### config.mk
export PLATFORM = sky130hd
export DESIGN_NAME = apb_rw_arbiter
export DESIGN_NICKNAME = d
export VERILOG_FILES = /design/src/rtl/apb_arb_pkg.sv /design/src/rtl/apb_arb_timer.sv /design/src/rtl/apb_rw_arbiter.sv
export SDC_FILE = /design/constraint.sdc
export NUM_CORES = 1
export LEC_CHECK = 0
export CAP_MARGIN = 20
export CELL_PAD_IN_SITES_DETAIL_PLACEMENT = 0
export CELL_PAD_IN_SITES_GLOBAL_PLACEMENT = 2
export CORE_UTILIZATION = 28
export DETAILED_ROUTE_END_ITERATION = 10
export GPL_ROUTABILITY_DRIVEN = 0
export PLACE_DENSITY = 0.76
export RECOVER_POWER = 25
export REMOVE_ABC_BUFFERS = 1
export SLEW_MARGIN = 10
export SYNTH_ARGS = -nofsm -noshare
export SYNTH_HDL_FRONTEND = slang
export SYNTH_SLANG_ARGS = --single-unit
### constraint.sdc
create_clock -name apb_axi_clk -period 4.38 [get_ports apb_axi_clk]
set_input_delay 0.657 -clock apb_axi_clk [delete_from_list [all_inputs] [get_ports apb_axi_clk]]
set_output_delay 0.657 -clock apb_axi_clk [all_outputs]
set_load 0.01 [all_outputs]
### src/rtl/apb_arb_pkg.sv
// -----------------------------------------------------------------------------
// apb_arb_pkg
// Shared types and default constants for the AXI-Lite->APB read/write arbiter.
//   arb_state_e : arbiter FSM states (IDLE, W_GNT, R_GNT)
//   path_e      : which AXI path was served last (drives round-robin fairness)
//   *_DEF       : default parameter values used by apb_rw_arbiter / apb_arb_timer
// -----------------------------------------------------------------------------
package apb_arb_pkg;

  typedef enum logic [1:0] {
    IDLE  = 2'd0,
    W_GNT = 2'd1,
    R_GNT = 2'd2
  } arb_state_e;

  typedef enum logic {
    PATH_WRITE = 1'b0,
    PATH_READ  = 1'b1
  } path_e;

  localparam int MAX_WR_BURST_DEF   = 4;
  localparam int TIMEOUT_CYCLES_DEF = 64;

  // Path owning the APB while the FSM sits in a grant state.
  function automatic path_e served_path(input arb_state_e s);
    return (s == R_GNT) ? PATH_READ : PATH_WRITE;
  endfunction

endpackage

### src/rtl/apb_arb_timer.sv
// -----------------------------------------------------------------------------
// apb_arb_timer
// Grant watchdog: counts cycles while a grant is active and flags expiry once
// CYCLES grant cycles have elapsed without the owner finishing.
// Ports:
//   clk      in  clock, rising edge
//   rst      in  synchronous active-high reset
//   i_clear  in  restart the count (asserted on the edge that enters a grant)
//   i_run    in  a grant is active this cycle
//   o_expire out combinational: this is the last allowed grant cycle
// -----------------------------------------------------------------------------
module apb_arb_timer
  import apb_arb_pkg::*;
#(
  parameter int CYCLES = TIMEOUT_CYCLES_DEF
) (
  input  logic clk,
  input  logic rst,
  input  logic i_clear,
  input  logic i_run,
  output logic o_expire
);

  localparam int CW = (CYCLES > 2) ? $clog2(CYCLES) : 1;
  localparam logic [CW-1:0] LAST = CW'(CYCLES - 1);

  logic [CW-1:0] r_cnt;

  // The count parks at LAST after expiry; the next grant entry clears it.
  always_ff @(posedge clk) begin
    if (rst) begin
      r_cnt <= '0;
    end else if (i_clear) begin
      r_cnt <= '0;
    end else if (i_run && (r_cnt != LAST)) begin
      r_cnt <= r_cnt + CW'(1);
    end
  end

  assign o_expire = i_run && (r_cnt == LAST);

endmodule

### src/rtl/apb_rw_arbiter.sv
// -----------------------------------------------------------------------------
// apb_rw_arbiter
// Arbitrates the single APB master of the AXI-Lite->APB bridge between the
// write path (AW+W ready) and the read path (AR pending). One exclusive grant
// is issued at a time and held until the APB FSM pulses done; a per-path
// completion pulse is returned to the AXI side.
//
// Optional feature macro: APB_ARB_TIMEOUT_EN
//   defined   : a grant not finished within TIMEOUT_CYCLES cycles is aborted
//               and timeout_err pulses for one cycle (no *_done pulse).
//   undefined : grants are held indefinitely; timeout_err is tied 0.
//
// Ports:
//   apb_axi_clk in  clock, rising edge
//   a_reset     in  synchronous active-high reset
//   w_req       in  write path requests APB (level)
//   r_req       in  read path requests APB (level)
//   prio_mode   in  0 = round-robin, 1 = write priority bounded by MAX_WR_BURST
//   done        in  1-cycle pulse: granted APB transfer finished
//   w_grant     out write path owns APB (registered)
//   r_grant     out read path owns APB (registered)
//   w_done      out 1-cycle pulse: write transfer completed
//   r_done      out 1-cycle pulse: read transfer completed
//   busy        out a grant is active
//   timeout_err out 1-cycle pulse on grant abort
// -----------------------------------------------------------------------------
module apb_rw_arbiter
  import apb_arb_pkg::*;
#(
  parameter int MAX_WR_BURST   = MAX_WR_BURST_DEF,
  parameter int TIMEOUT_CYCLES = TIMEOUT_CYCLES_DEF
) (
  input  logic apb_axi_clk,
  input  logic a_reset,
  input  logic w_req,
  input  logic r_req,
  input  logic prio_mode,
  input  logic done,
  output logic w_grant,
  output logic r_grant,
  output logic w_done,
  output logic r_done,
  output logic busy,
  output logic timeout_err
);

  localparam int BW = $clog2(MAX_WR_BURST + 1);
  localparam logic [BW-1:0] BURST_MAX = BW'(MAX_WR_BURST);

  arb_state_e    r_state;
  arb_state_e    w_state_nxt;
  path_e         r_last_served;
  logic [BW-1:0] r_wr_burst_cnt;
  logic          r_w_done;
  logic          r_r_done;

  logic          w_expire;
  logic          w_wr_fin;
  logic          w_rd_fin;
  logic          w_abort;

  function automatic logic [BW-1:0] burst_sat_inc(input logic [BW-1:0] cnt);
    return (cnt == BURST_MAX) ? cnt : cnt + BW'(1);
  endfunction

  // done takes precedence over an expiry landing in the same cycle.
  assign w_wr_fin = (r_state == W_GNT) && done;
  assign w_rd_fin = (r_state == R_GNT) && done;
  assign w_abort  = (r_state != IDLE) && !done && w_expire;

  always_comb begin
    w_state_nxt = r_state;
    case (r_state)
      IDLE: begin
        // done seen here belongs to no grant and is dropped.
        if (w_req && r_req) begin
          if (prio_mode) begin
            w_state_nxt = (r_wr_burst_cnt == BURST_MAX) ? R_GNT : W_GNT;
          end else begin
            w_state_nxt = (r_last_served == PATH_READ) ? W_GNT : R_GNT;
          end
        end else if (w_req) begin
          w_state_nxt = W_GNT;
        end else if (r_req) begin
          w_state_nxt = R_GNT;
        end
      end
      W_GNT, R_GNT: begin
        // Request level is ignored while granted; only done/abort release.
        if (done || w_abort) begin
          w_state_nxt = IDLE;
        end
      end
      default: w_state_nxt = IDLE;
    endcase
  end

  always_ff @(posedge apb_axi_clk) begin
    if (a_reset) begin
      r_state        <= IDLE;
      r_last_served  <= PATH_READ;
      r_wr_burst_cnt <= '0;
      r_w_done       <= 1'b0;
      r_r_done       <= 1'b0;
    end else begin
      r_state  <= w_state_nxt;
      r_w_done <= w_wr_fin;
      r_r_done <= w_rd_fin;
      if (w_wr_fin || w_rd_fin || w_abort) begin
        r_last_served <= served_path(r_state);
      end
      // Burst count tracks writes that starved a waiting reader.
      if (w_rd_fin) begin
        r_wr_burst_cnt <= '0;
      end else if (w_wr_fin) begin
        r_wr_burst_cnt <= r_req ? burst_sat_inc(r_wr_burst_cnt) : '0;
      end
    end
  end

`ifdef APB_ARB_TIMEOUT_EN
  logic r_timeout_err;

  apb_arb_timer #(
    .CYCLES (TIMEOUT_CYCLES)
  ) u_timer (
    .clk      (apb_axi_clk),
    .rst      (a_reset),
    .i_clear  ((r_state == IDLE) && (w_state_nxt != IDLE)),
    .i_run    (r_state != IDLE),
    .o_expire (w_expire)
  );

  always_ff @(posedge apb_axi_clk) begin
    if (a_reset) begin
      r_timeout_err <= 1'b0;
    end else begin
      r_timeout_err <= w_abort;
    end
  end

  assign timeout_err = r_timeout_err;
`else
  logic w_unused_tmo;

  assign w_expire     = 1'b0;
  assign timeout_err  = 1'b0;
  assign w_unused_tmo = (TIMEOUT_CYCLES > 0);
`endif

  // Grants decode straight from the state register, so they are registered.
  assign w_grant = (r_state == W_GNT);
  assign r_grant = (r_state == R_GNT);
  assign busy    = w_grant | r_grant;
  assign w_done  = r_w_done;
  assign r_done  = r_r_done;

endmodule

**After elaboration in Yosys (flattened, before gate mapping)**

Cells that the tools add are included.

- $add $sub $neg: 1
- Multiply operators: 0
- Divide/modulo/power cells: 0
- $lt $le $gt $ge: 0
- Eq/ne operators: 6
- Shifts and indexed selects: 0
- Mux-type cells: 11
- Bitwise operators: 1
- Reduce and logical (&&, ||, !) cells: 9

Operators by type and width:

| operator | count |
|---|---|
| $mux 2 | 7 |
| $mux 3 | 2 |
| $ne 2x2->1 const B | 2 |
| $ne 4x4->1 const B | 1 |
| $pmux 2 s2 | 1 |
| $reduce_and 2->1 | 2 |
| $reduce_or 2->1 | 2 |
| $add 3x1->3 const B | 1 |
| $eq 3x3->1 const B | 1 |
| $logic_and 1x1->1 | 3 |
| $eq 2x1->1 const B | 1 |
| $eq 2x2->1 const B | 1 |
| $logic_not 2->1 | 1 |
| $logic_or 1x1->1 | 1 |
| $mux 1 | 1 |
| $or 1x1->1 | 1 |

- Register bits after elaboration: 8
- Bits in latches: 0
- Bits in writable memories: 0
- Bits in read-only memories: 0
- Bits of input ports: 6
- Output and inout bits: 6
- Logic and storage cells: 33
- Memories: 0

**Longest topological paths before layout**

Gate-level depths: netlist of the first run.

- Depth after elaboration: 5
- Mapped depth: 5

**Worst setup path before layout of the first run**

No wires, ideal clock.

- Path kind: in2reg
- Start point: in a_reset
- End point: reg r_state[1]
- Library setup time: 0.117 ns
- Data arrival time: 1.346 ns
- Slack: 2.917 ns
- Cell stages on the path: 4
- Buffers on the path: 1
- Cells stage by stage: clkbuf_1 inv_1 and4_1 a32o_1

RTL lines:

| what | RTL line | source |
|---|---|---|
| start: declaration | apb_rw_arbiter.sv:34 | `input logic a_reset,` |
| end signal: assignment | apb_rw_arbiter.sv:106 | `r_state <= w_state_nxt;` |
| end: declaration | apb_rw_arbiter.sv:50 | `arb_state_e r_state;` |

**Worst setup path after layout of the first run**

- Start point: reg r_state[1]
- End point: out busy

- Cells in the longest elaborated chain, start to end: 2
- Elaborated cells on any way between the ends: 3
- Those cells by class: eq/ne: 2; bitwise: 1

Ends and longest elaborated chain:

| what | RTL line | source |
|---|---|---|
| $eq 2x1->1 or $eq 2x2->1 (tied branches) | apb_rw_arbiter.sv:152, apb_rw_arbiter.sv:153 |  |
| $or 1x1->1 * | apb_rw_arbiter.sv:154 | `assign busy = w_grant \| r_grant;` |
| end: declaration | apb_rw_arbiter.sv:43 | `output logic busy,` |

Every way passes the cells marked *; elsewhere a longest branch is shown, timed or not.

==> results of run 1 <==
## synthesized netlist by cell type, types with 2 or more instances
cell type	count
nor2_1	2
nand2b_1	2
o21ai_1	3
a21oi_1	2
inv_1	5
dfxtp_1	8
nand3_1	2
nand2_1	2
ha_1	5
## area by class of cell
cell class                      count  area (sq um)
Fill cell                         162         929.6
Tap cell                           16         20.02
Timing Repair Buffer               10         100.1
Multi-Input combinational cell     35         255.2
Clock buffer                        3         22.52
Inverter                            5         18.77
Sequential cell                     8         160.2
## metal layers
layer | vias to the layer above | wire (microns) | part of all wire [%]
li1 | 204 | - | -
met1 | 185 | 434 | 48
met2 | 14 | 399 | 44
met3 | 2 | 69 | 7.6
met4 | 0 | 10 | 1.1
met5 | - | 0 | 0
## power by group
group / total [W] / internal [W] / leakage [nW] / switching (W)
combinational: 0.0000682 / 0.0000346 / 0.145 / 0.0000337
sequential: 0.0000856 / 0.0000804 / 0.0653 / 0.00000517
clock: 0.0000563 / 0.0000313 / 0.0138 / 0.0000249
total: 0.000210 / 0.000146 / 0.224 / 0.0000638
## state kept, by name, summed over array words and instances, names as in the netlist
signal,flops
r_wr_burst_cnt,3
r_state,2
r_done,1
r_last_served,1
w_done,1
## worst max-delay path by stage
stage	endpoint	cells after the start	from
detailed placement	r_wr_burst_cnt[0]$_SDFFE_PP0P_	4	done
CTS	busy	3	r_state[0]$_SDFFE_PP0P_
finish	busy	3	r_state[1]$_SDFFE_PP0P_
global route	busy	3	r_state[1]$_SDFFE_PP0P_
floorplan	r_wr_burst_cnt[0]$_SDFFE_PP0P_	3	r_req
global placement	r_wr_burst_cnt[0]$_SDFFE_PP0P_	4	done
## metrics by stage
step / total power, W / utilization, % / area [sq um]
3_3_place_gp: 0.0001578 / 36.96 / 556.8
4_1_cts: 0.0002143 / 38.46 / 579.3
5_1_grt: 0.0002254 / 38.29 / 576.8
6_report: 0.0002101 / 38.29 / 576.8
3_5_place_dp: 0.0001562 / 36.96 / 556.8
2_1_floorplan: 0.0001284 / - / 436.7
## kinds of logic (layout without fill, tap and decap cells)
kind of cell	count (synthesis)	after routing
and+or+nand+nor	14	14
buffers and inverters	7	18
AOI/OAI and AO/OA	15	15
adders and majority gates	5	5
DFF	8	8
other	1	1
==> summary.txt, run 1 <==
Timing
  • Tmin final: 2.182 ns
  • Final Cycle Share: roughly half
  • RSZ-0062 raised after global routing: no
  • Final setup TNS: 0 ns
  • Hold Vio Cnt, Final: 0
  • Final Max Tran Viols: 0
  • F_max: 0.4583 GHz
  • Setup ws final: about 2.2 ns
  • Clock skew: 0.002450 ns
  • Fin Hold WS: 0.4976 ns
  • Final setup fails: 0

Route
  • Total wire length: 913 microns
  • # DRC: 0
  • Via/cell ratio: 5.260
  • Drt pass-1 iters: 4
  • Wire per inst: 11.86 microns
  • Initial drt markers: 7
  • Detailed-route via count: roughly 400
  • ANT nets after route: 0

Worst setup path
  • CP required: 3.72 ns
  • Critical path class: register to output port
  • R2R Setup Slk: 2.89 ns
  • Top Family by Delay on Critical Path: buffers and inverters
  • R2R cell count: 5
  • Slowest-stage cell, CP: clkdlybuf4s50_1
  • Critical path buffers and inverters: 2
  • Crit path DAT: 1.52 ns
  • CP peak stage delay: 0.53 ns
  • Crit start category: register
  • FF-to-FF End: r_wr_burst_cnt[0]$_SDFFE_PP0P_
  • RR Startpoint: r_state[1]$_SDFFE_PP0P_
  • Critical-path cell list: inv_1 > ha_1 > clkdlybuf4s50_1
  • CP endpoint kind: output port
  • CP max FO: 3

Layout
  • Area delta synth->final: 28.77%
  • Layout cell share with drive strength beyond 1: 6.557%
  • Post-Layout Cell Count: 77
  • Commonest non-fill, non-tap cell in the layout: clkdlybuf4s50_1
  • # diodes: 0
  • Nets@finish: 74
  • Commonest cells after routing, fill and taps aside: 9 x clkdlybuf4s50_1, 8 x dfxtp_1, 5 x inv_1, 5 x ha_1

Synth
  • Netlist Area Pre-Place: 447.9 sq um
  • Main combinational cell family by area after synthesis: compound AO/OA/AOI/OAI gates
  • Gate Count Post-Synth: 50
  • Synth Flop Type: dfxtp_1
  • Number of flops mapped to enable cells by yosys: 0
  • Simple-gate share of the synthesized area: roughly 18%
  • Cell accounting for the most synthesized area: dfxtp_1
  • Library cells used by synthesis: 28
  • Seq/Total Area, Yosys: 35.75%
  • Synth Area in Compound Gates: 24.86%
  • Synth area leaders: dfxtp_1 36%, ha_1 14%, inv_1 4.2%, o21ai_1 3.4%, a211oi_2 2.8%
  • Mean Syn Cell Area: 8.959 sq um
  • Fraction of synthesized area in multiplexers: 0%
  • Post-synthesis xor/xnor area fraction: 0%
  • Yosys warns: 0
  • Adder and majority gate portion of the synthesized area: 13.97%
  • FF+latch count, synth: 8
  • FFs w/ async S/R, synth: 0%
  • Area share of the largest cell type after synthesis: 35.75%

Clock tree
  • # Post-CTS Setup Buffers: 0
  • H-tree depth: 1
  • Sink Count: 8
  • Clock transition at path regs: 0.05 ns
  • Post_cts resized: 0
  • CTS tree: done
  • Clk root buf: clkbuf_4
  • Clock tree buffer depth: 2
  • Worst skew pair latency: around 0.25 ns
  • CTS Buf Count: 3
  • Cts hold-fix bufs: 0

GRT
  • M1 GR Usage: 14.05%
  • M3 GR Usage: 7.328%
  • Initial antenna violation count: 0
  • Number of global-route vias before repair: 374
  • Most Crowded Layer GR: met2
  • M2 GR Usage: a little under a fifth
  • GRT overflow: 0
  • Pin count of the biggest net entering global routing: 10
  • First-pass GRT wire length: about 1.6 mm
  • Total Routing Usage GR: 12.29%

Floorplan
  • Starting density of the core: 29.73%
  • Die Wd: 42.00 microns
  • Core area: around 1500 sq um
  • DIE HEIGHT: between 40 and 50 microns
  • Die ar.: 1764 sq um
  • Rows: 14
  • IO Pins: 12

Min path
  • Hold Path Stages: 1
  • Hold Path Origin: r_last_served$_SDFFE_PP1P_
  • Worst min path class: register to register
  • Worst Hold End: r_last_served$_SDFFE_PP1P_

Placed design
  • DPL Wire Length: around 700 microns
  • IO Port Bufs: 10
  • Placed insts: 74
  • Worst slack at placement: around 2.3 ns

Power and ir drop
  • Pwr/cell area: 364.2 nW/um^2
  • Worst vdd ir: 146.5 uV
  • Leakage: 0.2236 nW

Status
  • Status: finished, final reports clean

Job
  • Maxcap violations: 0
No activity file was read; power rests on OpenSTA's default activity.
==> run 2, diff against run 1 <==
--- a/config.mk
+++ b/config.mk
@@ -8,10 +8,10 @@
 export CAP_MARGIN = 20
 export CELL_PAD_IN_SITES_DETAIL_PLACEMENT = 0
 export CELL_PAD_IN_SITES_GLOBAL_PLACEMENT = 2
-export CORE_UTILIZATION = 28
+export CORE_UTILIZATION = 26
 export DETAILED_ROUTE_END_ITERATION = 10
 export GPL_ROUTABILITY_DRIVEN = 0
-export PLACE_DENSITY = 0.76
+export PLACE_DENSITY = 0.72
 export RECOVER_POWER = 25
 export REMOVE_ABC_BUFFERS = 1
 export SLEW_MARGIN = 10
==> constraint.sdc (replaced) <==
create_clock -name apb_axi_clk -period 2.15 [get_ports apb_axi_clk]
set_input_delay 0.3225 -clock apb_axi_clk [delete_from_list [all_inputs] [get_ports apb_axi_clk]]
set_output_delay 0.3225 -clock apb_axi_clk [all_outputs]
set_load 0.01 [all_outputs]
==> run 2 against run 1 <==
- final cell count grew 1.3%
- register-to-register slack lost 2.2 ns
- design area grew 1.3%
- clock-buffer cell count is the same
- global-route usage shrank 0.53 points
- critical path type unchanged
- via count shrank 2.2%
==> summary.txt, run 2 (same netlist as run 1, synthesis figures left out) <==
Layout
  • Number of flip-flops in the largest register: 3
  • Largest Register: r_wr_burst_cnt
  • Footprint of the multi-input gates: 255.2 sq um
  • Fin util: 37.48%
  • Commonest cells after routing, fill and taps aside: 9 x clkdlybuf4s50_1, 8 x dfxtp_1, 5 x inv_1, 5 x ha_1
  • Layout cell share with drive strength beyond 1: 8.065%
  • Area delta synth->final: 30.45%
  • Sequential cell area: 160.2 sq um
  • Commonest non-fill, non-tap cell in the layout: clkdlybuf4s50_1
  • Largest regs: r_wr_burst_cnt x3, r_state x2
  • Nets@finish: 75
  • # diodes: 0
  • Fill count: between 150 and 200

GRT
  • Initial antenna violation count: 0
  • Total Routing Usage GR: 11.75%
  • GRT overflow: 0
  • Number of global-route vias before repair: between 300 and 400
  • Pin count of the biggest net entering global routing: 8
  • First-pass GRT wire length: between 1.5 and 2 mm

Power and ir drop
  • Sw Ratio: about 30%
  • Logic pwr share: 33.0%
  • Pwr/cell area: around 730 nW/um^2
  • Seq pwr share: about 41%
  • Leakage: 0.2284 nW
  • Worst vdd ir: 346.7 uV
  • Internal: 0.0002993 W
  • Clock Power Share: 26.4%
  • Switch Pwr: 0.0001280 W

Worst setup path
  • Slowest-stage cell, CP: clkdlybuf4s50_1
  • CP required: 1.83 ns
  • RR Startpoint: r_wr_burst_cnt[0]$_SDFFE_PP0P_
  • R2R cell count: 5
  • CP peak stage delay: 0.54 ns
  • Top Family by Delay on Critical Path: buffers and inverters
  • FF-to-FF End: r_wr_burst_cnt[0]$_SDFFE_PP0P_
  • R2R Setup Slk: 0.65 ns
  • Critical-path cell list: inv_1 > ha_1 > clkdlybuf4s50_1
  • Crit start category: register
  • CP endpoint kind: output port
  • CP max FO: 3
  • Critical path class: register to output port
  • Crit path DAT: roughly 1.5 ns
  • Critical path buffers and inverters: 2

Floorplan
  • DIE HEIGHT: ~44 microns
  • Rows: 14
  • Starting density of the core: ~29%
  • IO Pins: 12
  • Core area: 1559 sq um
  • Die Wd: 43.51 microns
  • Die ar.: 1893 sq um

Min path
  • Worst min path class: register to register
  • Worst Hold End: r_last_served$_SDFFE_PP1P_
  • Hold Path Origin: r_last_served$_SDFFE_PP1P_
  • Hold Path Stages: 1

Clock tree
  • Clock transition at path regs: 0.05 ns
  • Post_cts resized: 0
  • H-tree depth: 1
  • CTS Buf Count: 3
  • Sink Count: 8
  • CTS tree: done
  • # Post-CTS Setup Buffers: 0
  • Worst skew pair latency: about 0.25 ns
  • Clock tree buffer depth: 2
  • Clk root buf: clkbuf_4
  • Cts hold-fix bufs: 0

Route
  • Initial drt markers: 13
  • ANT nets after route: 0
  • # DRC: 0
  • Wire per inst: 11.68 microns
  • Detailed-route via count: between 300 and 400
  • Total wire length: 911 microns
  • Via/cell ratio: 5.077
  • Drt pass-1 iters: 4

Timing
  • F_max: approximately 0.55 GHz
  • Clock skew: 0.003306 ns
  • RSZ-0062 raised after global routing: no
  • Final Cycle Share: 85.21%
  • Final Max Tran Viols: 0
  • Hold Vio Cnt, Final: 0
  • Final setup TNS: 0 ns
  • Tmin final: 1.832 ns
  • Final setup fails: 0

Placed design
  • IO Port Bufs: 10
  • DPL Wire Length: 720.3 microns

Job
  • Maxcap violations: 0

Status
  • Status: finished, final reports clean
==> run 2: cell types whose count changed in the layout (fill, tap and decap cells not counted) <==
cell,delta
buf_4,+1
==> run 2: worst max path at each step <==
stage / endpoint / cells after the start / start / slack [ns]
floorplan: r_wr_burst_cnt[0]$_SDFFE_PP0P_ / 5 / r_wr_burst_cnt[0]$_SDFFE_PP0P_ / 0.77
global placement: r_wr_burst_cnt[0]$_SDFFE_PP0P_ / 4 / done / 0.45
detailed placement: r_wr_burst_cnt[0]$_SDFFE_PP0P_ / 4 / done / 0.40
CTS: busy / 3 / r_state[0]$_SDFFE_PP0P_ / 0.31
global route: busy / 3 / r_state[1]$_SDFFE_PP0P_ / 0.22
finish: busy / 3 / r_state[1]$_SDFFE_PP0P_ / 0.32
==> run 2: worst register-to-register path, cell delays in order, from the launching register on <==
cell and delay, ns:
dfxtp_1 0.37, inv_1 0.06, ha_1 0.24, and3_1 0.22, or3_1 0.33, a211oi_2 0.21
==> run 2: cell type report <==
class	count	area share, %
clock buffers	3	3.854
inverters	5	3.212
multi-input cells	35	43.68
flip-flops and latches	8	27.41
well taps	16	3.426
repair buffers	11	18.42
==> run 2: power by group through the flow <==
stage / clock [W] / sequential (W) / combinational (W)
floorplan: 0 / 0.000175 / 0.0000861
global placement: 0 / 0.000177 / 0.000147
detailed placement: 0 / 0.000177 / 0.000143
CTS: 0.000118 / 0.000174 / 0.000144
global route: 0.000131 / 0.000176 / 0.000160
finish: 0.000113 / 0.000174 / 0.000141
==> run 2: per-layer routing <==
metal	vias to the layer above	track usage, %	wire length [microns]
met4	0	3.750	17
met5	-	0	0
li1	206	-	-
met3	2	7.500	73
met1	170	14.80	442
met2	18	16.36	377
==> run 2: metrics by stage <==
step | total power, W | instances | setup WS, ns | area [sq um] | hold slack [ns]
final | 0.0004273 | 78 | 0.3180 | 584.3 | 0.4934
after global routing | 0.0004670 | 78 | 0.2180 | 584.3 | 0.5376
after CTS | 0.0004365 | 78 | 0.3078 | 586.8 | 0.4962
after detailed placement | 0.0003195 | 75 | 0.4047 | 564.3 | 0.4741
after global placement | 0.0003241 | 75 | 0.4499 | 564.3 | 0.4978
after floorplan | 0.0002615 | 48 | 0.7696 | 436.7 | 0.3945
